**config.mk**
```make
export PLATFORM = sky130hd
export DESIGN_NAME = tdm_demux_1_4
export DESIGN_NICKNAME = d
export VERILOG_FILES = /design/src/rtl/tdm_demux_1_4.sv
export SDC_FILE = /design/constraint.sdc
export NUM_CORES = 1
export LEC_CHECK = 0
export ABC_AREA = 1
export CAP_MARGIN = 10
export CORE_UTILIZATION = 30
export DETAILED_ROUTE_END_ITERATION = 8
export DONT_BUFFER_PORTS = 1
export PLACE_DENSITY = 0.53
export SLEW_MARGIN = 20
export SYNTH_ARGS = -nofsm -noshare
export SYNTH_HDL_FRONTEND = slang
export SYNTH_SLANG_ARGS = --single-unit
```
**constraint.sdc**
```tcl
create_clock -name clk -period 1.42 [get_ports clk]
set_input_delay 0.284 -clock clk [delete_from_list [all_inputs] [get_ports clk]]
set_output_delay 0.284 -clock clk [all_outputs]
set_load 0.005 [all_outputs]
```
**src/rtl/tdm_demux_1_4.sv**
```systemverilog
// 4-slot time-division demultiplexer: rebuilds four parallel channels from a serialized stream.
// Optional TDM_STRICT_SYNC_EN: a missing frame_sync at slot 0 while locked drops back to HUNT.
module tdm_demux_1_4 #(
  parameter int WIDTH = 1
) (
  input  logic               clk,
  input  logic               rst,
  input  logic [WIDTH-1:0]   din,
  input  logic               din_valid,
  input  logic               frame_sync,
  output logic [4*WIDTH-1:0] out,
  output logic [1:0]         s,
  output logic               frame_valid,
  output logic               locked,
  output logic               sync_err
);

  localparam logic [0:0] HUNT   = 1'b0;
  localparam logic [0:0] LOCKED = 1'b1;

  logic [0:0]       state;
  logic [WIDTH-1:0] stage0;
  logic [WIDTH-1:0] stage1;
  logic [WIDTH-1:0] stage2;

  // Early sync outranks completion: a slot-3 sample carrying frame_sync restarts the frame.
  always_ff @(posedge clk or posedge rst) begin
    if (rst) begin
      state       <= HUNT;
      s           <= 2'd0;
      stage0      <= '0;
      stage1      <= '0;
      stage2      <= '0;
      out         <= '0;
      frame_valid <= 1'b0;
      sync_err    <= 1'b0;
    end else begin
      frame_valid <= 1'b0;
      sync_err    <= 1'b0;
      if (din_valid) begin
        if (state == HUNT) begin
          if (frame_sync) begin
            stage0 <= din;
            s      <= 2'd1;
            state  <= LOCKED;
          end
        end else if (frame_sync) begin
          if (s != 2'd0) begin
            sync_err <= 1'b1;
          end
          stage0 <= din;
          s      <= 2'd1;
        end else begin
          case (s)
            2'd0: begin
`ifdef TDM_STRICT_SYNC_EN
              sync_err <= 1'b1;
              state    <= HUNT;
              s        <= 2'd0;
`else
              stage0 <= din;
              s      <= 2'd1;
`endif
            end
            2'd1: begin
              stage1 <= din;
              s      <= 2'd2;
            end
            2'd2: begin
              stage2 <= din;
              s      <= 2'd3;
            end
            default: begin
              out         <= {din, stage2, stage1, stage0};
              s           <= 2'd0;
              frame_valid <= 1'b1;
            end
          endcase
        end
      end
    end
  end

  assign locked = (state == LOCKED);

endmodule

```
==> flow_summary.toml, run 1 <==
[worst_setup_path]
startpoint = "s[0]$_DFFE_PP0P_"
r2r-start = "s[0]$_DFFE_PP0P_"
crit_chain = "ha_1, inv_1, nor2_2, nand2_2, nand2_1, nand2_1"
crit_top_cell = "nand2_1"
cp_slowest_cell = "dfrtp_1"
r2r_slack_ns = 0.25
ff2ff_path_depth = 6
setup.worst_path.class = "flip-flop to flip-flop"
cp_max_fo = 5
startpoint_type = "flip-flop"
worstPathArrival_ns = 1.34
slowest_delay_ns = 0.44
end_kind = "flip-flop"
crit_required_ns = 1.59

[clock_tree]
clk_pin_slew_ns = 0.08
clock_latency_ns = 0.28
cts_max_path_buffers = 2
htreeDepth = 1
cts-root-buf = "clkbuf_4"
cts_buffers = 3
hold_buffers = 1
cts_tree = "built"
cts.sinks = 12
postCtsResizedCells = 0
post_cts_buffers = 0

[route]
first_pass_iters = 4
viasPerCell = 4.28
routed_wirelength_mm = 1.05
final_antenna_net_count = 0
vias = 432
drt_first_iter_violations = 7
drcViolationCount = 0
wl_per_cell_um = 10.4

[sta]
fin_crit_ns = 1.17
finalSetupViolCount = 0
final.period_utilization_pct = 82.3
rsz0062_at_grt = "no"
slew_headroom_pct = 69.9
skew_ns = 0.00151
tns_ns = 0
slew_viol_final = 0
worst_slew_pin_slew_ns = 0.450
timing.fmax_ghz = 0.856
final_hold_viol_count = 0

[min_path]
min_from = "din"
hold_class = "input port to flip-flop"
holdPathStages = 2

[logic_synthesis]
ys_seq_area_share_pct = 52.1
yosys_warnings = 0
syn_area_per_cell_um2 = 8.12
syn_area_um2 = 577
synth.net_count = 80
synthCells = 71
synth_cell_types = 11
ys_seq_elements = 12

[power]
finalPower_uw = 966
powerDensity_mw_per_mm2 = 1480
peakVddDrop_uv = 542
leakage_uw = 0.000368

[die]
chipHeight_um = 45.9
start_util_pct = 32.7
io_pins = 14
core_mm2 = 0.00176
rows = 15
dieArea_mm2 = 0.00210
dieWidth_um = 45.9

[finish]
final_common_cell = "nand2_1"
finalInstanceArea_um2 = 654
area_growth_syn_to_layout_pct = 13.4
final_cell_mix = "nand2_1 (26), dfrtp_1 (12), inv_1 (10), nand3_1 (10)"
final_util_pct = 37.1
layout-drive-gt1-share_pct = 9.21
nFillCells = 205
seqCellArea_um2 = 300
multiInputGateArea_um2 = 235
finalNonFillerCells = 101
fin_nets = 86
n_antenna_cell = 0

[grt]
grt_pass1_vias = 412
grt_pass1_wl_mm = 1.84
grt_max_degree = 13
track_usage_pct = 12.8
grt_overflow = 0
antenna_found_initial = 0

[placement]
gp_congestion = 0.810
hpwl_um = 790
dp.cells = 96
placed_area_um2 = 608
io_buffers = 0

[outcome]
run_status = "finished clean"

[flow_run]
cap_violations = 0
## kinds of logic after synthesis
logic type                 share of synthesized area, %
adders and majority gates                          8.68
buffers and inverters                              7.16
DFF                                                52.1
and+or+nand+nor                                    31.2
AOI/OAI and AO/OA                                 0.867
## where the power goes
group | internal, µW | switching (µW) | leakage [µW]
registers | 443 | 79.6 | 0.000149
clock network | 156 | 121 | 0.0000210
logic | 68.2 | 98.8 | 0.000198
total | 667 | 300 | 0.000368
## path summary, 6_finish.rpt
path / to
setup / recovery: out[1]$_DFFE_PP0P_
hold / removal: stage2$_DFFE_PP0P_
setup reg to reg: out[1]$_DFFE_PP0P_
hold reg to reg: stage2$_DFFE_PP0P_
max in group asynchronous: stage2$_DFFE_PP0P_
min in group asynchronous: stage0$_DFFE_PP0P_
## registers in the layout, indices dropped and copies added (netlist names)
register	count
locked	1
sync_err	1
out	4
s	2
frame_valid	1
stage2	1
stage1	1
stage0	1
## metal layers
metal | up-vias | wire length (µm) | GRT usage, %
li1 | 225 | - | -
met1 | 194 | 484 | 15.1
met2 | 11 | 498 | 18.3
met3 | 2 | 58 | 7.14
met4 | 0 | 9 | 7.06
met5 | - | 0 | 0
## cell type report
class | instances | share of cell area (%)
timing repair buffer | 1 | 1.53
clock buffer | 4 | 5.54
sequential | 12 | 45.9
tap | 25 | 4.78
inverter | 11 | 6.31
multi-input combinational | 48 | 35.9
## critical path, delay by kind of cell (launching register included)
kind	cells	cell delay (ns)
adder cells (fa/ha/maj)	1	0.17
buffers and inverters	1	0.04
flip-flops	1	0.44
AND/OR/NAND/NOR	4	0.40
## synth_stat cells (all sizes together)
cell   count  area [µm²]
nor2       5        21.3
o21ai      1        5.00
nand2     27         104
nand3     10        50.1
inv       11        41.3
ha         4        50.1
dfrtp     12         300
nor3       1        5.00
## per-stage QoR
stage	hold slack, ns	setup WS, ns
floorplan	0.149	0.374
global placement	0.219	0.264
detailed placement	0.219	0.251
CTS	0.131	0.237
global route	0.144	0.0973
finish	0.141	0.251
(Power assumes the default switching activity.)
==> inputs of run 2 (changes only) <==
--- a/config.mk
+++ b/config.mk
@@ -10,7 +10,7 @@
 export CORE_UTILIZATION = 30
 export DETAILED_ROUTE_END_ITERATION = 8
 export DONT_BUFFER_PORTS = 1
-export PLACE_DENSITY = 0.53
+export PLACE_DENSITY = 0.54
 export SLEW_MARGIN = 20
 export SYNTH_ARGS = -nofsm -noshare
 export SYNTH_HDL_FRONTEND = slang
==> constraint.sdc (replaced) <==
create_clock -name clk -period 1 [get_ports clk]
set_input_delay 0.2 -clock clk [delete_from_list [all_inputs] [get_ports clk]]
set_output_delay 0.2 -clock clk [all_outputs]
set_load 0.005 [all_outputs]
==> flow_summary.toml, run 2 (synthesized netlist as in run 1, its figures left out) <==
[route]
drt_first_iter_violations = 8
drcViolationCount = 0
viasPerCell = 4.38
vias = 460
first_pass_iters = 4
final_antenna_net_count = 0
wl_per_cell_um = 10.3
routed_wirelength_mm = 1.09

[placement]
io_buffers = 0
hpwl_um = 811
gp_congestion = 0.798
placed_area_um2 = 648

[finish]
largest_reg_flops = 4
largestRegisters = "out (4), s (2)"
finalInstanceArea_um2 = 719
fin_nets = 91
final_util_pct = 40.8
multiInputGateArea_um2 = 258
top_register = "out"
final_common_cell = "nand2_1"
area_growth_syn_to_layout_pct = 24.7
layout-drive-gt1-share_pct = 21.3
seqCellArea_um2 = 300
n_antenna_cell = 0
final_cell_mix = "nand2_1 (26), dfrtp_1 (12), nand3_1 (10), inv_1 (8), buf_6 (5)"
nFillCells = 203

[worst_setup_path]
r2r_slack_ns = -0.10
worstPathArrival_ns = 0.95
crit_chain = "buf_6, buf_6"
cp.buffers_inverters = 2
slowest_delay_ns = 0.43
r2r-start = "s[1]$_DFFE_PP0P_"
setup.worst_path.class = "flip-flop to primary output"
startpoint_type = "flip-flop"
cp_slowest_cell = "dfrtp_1"
cp_top_family = "flip-flops"
crit_required_ns = 0.80
startpoint = "s[1]$_DFFE_PP0P_"
crit_top_cell = "buf_6"
end_kind = "primary output"
cp_max_fo = 4

[sta]
final.period_utilization_pct = 115
timing.fmax_ghz = 0.872
worst_slew_pin_slew_ns = 0.446
tns_ns = -1.07
slew_viol_final = 0
final_hold_viol_count = 0
skew_ns = 0.00237
finalSetupViolCount = 12
rsz0062_at_grt = "yes"
fin_crit_ns = 1.15
hold_slack_ns = 0.0597
finalWorstSetupSlack_ns = -0.147
slew_headroom_pct = 70.2

[grt]
grt_pass1_wl_mm = 1.81
grt_max_degree = 13
antenna_found_initial = 0
grt_pass1_vias = 413
grt_overflow = 0
track_usage_pct = 13.0

[clock_tree]
cts.sinks = 12
cts-root-buf = "clkbuf_4"
cts_max_path_buffers = 2
htreeDepth = 1
clock_latency_ns = 0.27
cts_buffers = 3
cts_tree = "built"
clk_pin_slew_ns = 0.07

[flow_run]
cap_violations = 0

[die]
dieWidth_um = 45.9
chipHeight_um = 45.9
io_pins = 14
core_mm2 = 0.00176
dieArea_mm2 = 0.00210
rows = 15
start_util_pct = 32.7

[min_path]
min_from = "din"
hold_class = "input port to flip-flop"

[power]
leakage_uw = 0.000397
peakVddDrop_uv = 636
powerDensity_mw_per_mm2 = 1880

[outcome]
run_status = "complete, but fails checks"
violations = "negative setup slack"
run 2: worst paths after layout:
| kind | end | depth (start not counted) |
|---|---|---|
| worst max-delay path | s[1] | 2 |
| worst min-delay path | stage0$_DFFE_PP0P_ | 2 |
| worst min register to register | stage1$_DFFE_PP0P_ | 2 |
| min in group asynchronous | out[0]$_DFFE_PP0P_ | 2 |
| max in group asynchronous | frame_valid$_DFF_PP0_ | 2 |
| worst max register to register | stage1$_DFFE_PP0P_ | 7 |
run 2: power by group:
group	leakage [µW]	switching [µW]	total (µW)	internal (µW)
Clock	0.0000138	155	295	140
Combinational	0.000234	169	327	158
Sequential	0.000149	104	732	629
run 2: per-stage QoR:
stage,instances,power (µW),setup WS (ns)
global route,105,1480,-0.202
floorplan,71,933,-0.0392
detailed placement,100,1030,-0.0872
CTS,104,1360,-0.148
finish,105,1350,-0.147
global placement,100,1020,-0.0777
run 2: area by class of cell:
type,instances,share of cell area [%]
Sequential cell,12,41.7
Multi-Input combinational cell,48,35.8
Timing Repair Buffer,6,9.22
Inverter,11,5.74
Tap cell,25,4.35
Clock buffer,3,3.13
run 2: timing repair:
action                                 CTS  global route
gates resized for setup                  6             3
hold buffers                             1             0
pin swaps                                0             0
endpoints found under the hold margin   12             0
buffers inserted                         0             1
setup endpoints to repair               13            14
run 2: routing by layer:
metal	wire (µm)	up-vias	GRT usage [%]
li1	-	237	-
met1	477	207	15.7
met2	524	12	18.9
met3	56	4	4.76
met4	27	0	8.82
met5	0	-	0
==> inputs of run 3 (changes only) <==
--- a/config.mk
+++ b/config.mk
@@ -6,11 +6,10 @@
 export NUM_CORES = 1
 export LEC_CHECK = 0
 export ABC_AREA = 1
-export CAP_MARGIN = 10
 export CORE_UTILIZATION = 30
 export DETAILED_ROUTE_END_ITERATION = 8
 export DONT_BUFFER_PORTS = 1
-export PLACE_DENSITY = 0.54
+export PLACE_DENSITY = 0.53
 export SLEW_MARGIN = 20
 export SYNTH_ARGS = -nofsm -noshare
 export SYNTH_HDL_FRONTEND = slang
==> constraint.sdc (replaced) <==
create_clock -name clk -period 1.1 [get_ports clk]
set_input_delay 0.22 -clock clk [delete_from_list [all_inputs] [get_ports clk]]
set_output_delay 0.22 -clock clk [all_outputs]
set_load 0.005 [all_outputs]
==> flow_summary.toml, run 3 (synthesized netlist as in run 1, its figures left out) <==
[outcome]
run_status = "complete, but fails checks"
violations = "negative setup slack"

[worst_setup_path]
r2r-start = "s[1]$_DFFE_PP0P_"
crit_top_cell = "buf_6"
crit_required_ns = 0.88
r2r-end = "s[0]$_DFFE_PP0P_"
end_kind = "primary output"
cp_max_fo = 5
worstPathArrival_ns = 0.95
crit_chain = "buf_6, buf_6"
slowest_delay_ns = 0.44
setup.worst_path.class = "flip-flop to primary output"
startpoint_type = "flip-flop"
ff2ff_path_depth = 6
r2r_slack_ns = 0.02
cp_slowest_cell = "dfrtp_2"

[route]
drcViolationCount = 0
routed_wirelength_mm = 1.17
met2_length_um = 562
viasPerCell = 4.39
wl_per_cell_um = 11.2
routed.top_layer = "met4"
drt_first_iter_violations = 7
final_antenna_net_count = 0
vias = 461
routed-wl-met3_um = 63
first_pass_iters = 4
met1Wirelength_um = 520

[power]
peakVddDrop_uv = 617
leakage_uw = 0.000393
powerDensity_mw_per_mm2 = 1840

[finish]
final_util_pct = 41.3
finalInstanceArea_um2 = 728
layout-drive-gt1-share_pct = 22.5
final_cell_mix = "nand2_1 (26), nand3_1 (10), dfrtp_1 (10), inv_1 (9)"
largestRegisters = "out (4), s (2)"
n_antenna_cell = 0
top_register = "out"
largest_reg_flops = 4
final_common_cell = "nand2_1"
fin_nets = 90
nFillCells = 188
finalNonFillerCells = 105
area_growth_syn_to_layout_pct = 26.2

[grt]
grt_pass1_vias = 451
antenna_found_initial = 0
track_usage_pct = 14.0
grt_pass1_wl_mm = 1.99
grt_max_degree = 13
grt_overflow = 0

[flow_run]
cap_violations = 0

[die]
dieArea_mm2 = 0.00210
core_mm2 = 0.00176
dieWidth_um = 45.9
io_pins = 14
chipHeight_um = 45.9
rows = 15
start_util_pct = 32.7

[clock_tree]
cts_tree = "built"
htreeDepth = 1
cts_max_path_buffers = 2
cts_buffers = 3
clk_pin_slew_ns = 0.08
clock_latency_ns = 0.28
cts.sinks = 12
cts-root-buf = "clkbuf_4"

[placement]
gp_congestion = 0.743
io_buffers = 0
dp.cells = 99
hpwl_um = 822
placed_area_um2 = 631

[sta]
slew_headroom_pct = 69.0
final.period_utilization_pct = 106
rsz0062_at_grt = "yes"
finalWorstSetupSlack_ns = -0.0688
worst_slew_pin_slew_ns = 0.464
tns_ns = -0.0688
skew_ns = 0.00585
final_hold_viol_count = 0
finalSetupViolCount = 1
slew_viol_final = 0
hold_slack_ns = 0.0689
fin_crit_ns = 1.17
timing.fmax_ghz = 0.856

[min_path]
min_from = "din"
holdPathStages = 2
hold_path_end = "stage0$_DFFE_PP0P_"
hold_class = "input port to flip-flop"
run 3: worst max path at each step:
stage                     start            endpoint  slack [ns]
2_1_floorplan  s[0]$_DFFE_PP0P_  out[0]$_DFFE_PP0P_        0.05
3_3_place_gp   s[0]$_DFFE_PP0P_  stage2$_DFFE_PP0P_       -0.01
3_5_place_dp   s[1]$_DFFE_PP0P_  out[1]$_DFFE_PP0P_       -0.02
4_1_cts        s[1]$_DFFE_PP0P_                s[1]       -0.07
5_1_grt        s[1]$_DFFE_PP0P_                s[1]       -0.11
6_report       s[1]$_DFFE_PP0P_                s[1]       -0.07
run 3: power breakdown:
group	total, µW	internal [µW]	switching [µW]
Combinational	300	142	158
Clock	363	201	162
Sequential	679	574	105
run 3: timing repair:
action / 4_1_cts / 5_1_grt
endpoints found under the setup margin: 7 / 10
endpoints found under the hold margin: 12 / 0
pin swaps: 0 / 2
resized for setup: 5 / 8
setup buffers: 1 / 0
hold buffers: 1 / 0
run 3: metal layers:
metal / vias to the layer above / global-route usage, %
li1: 235 / -
met1: 210 / 16.7
met2: 12 / 20.8
met3: 4 / 4.76
met4: 0 / 9.41
met5: - / 0
run 3: cell type report:
class	instances	area [µm²]	share of cell area, %
flip-flops and latches	12	303	41.6
multi-input cells	48	265	36.4
repair buffers	5	51.3	7.04
inverters	11	41.3	5.67
clock buffers	4	36.3	4.98
well taps	25	31.3	4.30
run 3: per-stage QoR:
stage / power, µW / worst slack (ns)
detailed placement: 934 / -0.0192
global placement: 935 / -0.00968
global route: 1460 / -0.107
floorplan: 841 / 0.0541
CTS: 1330 / -0.0728
finish: 1340 / -0.0688
run 3: critical path, delay by kind of cell (launching register included):
family                 cells  cell delay (ns)
DFF                        1             0.44
buffers and inverters      2             0.22
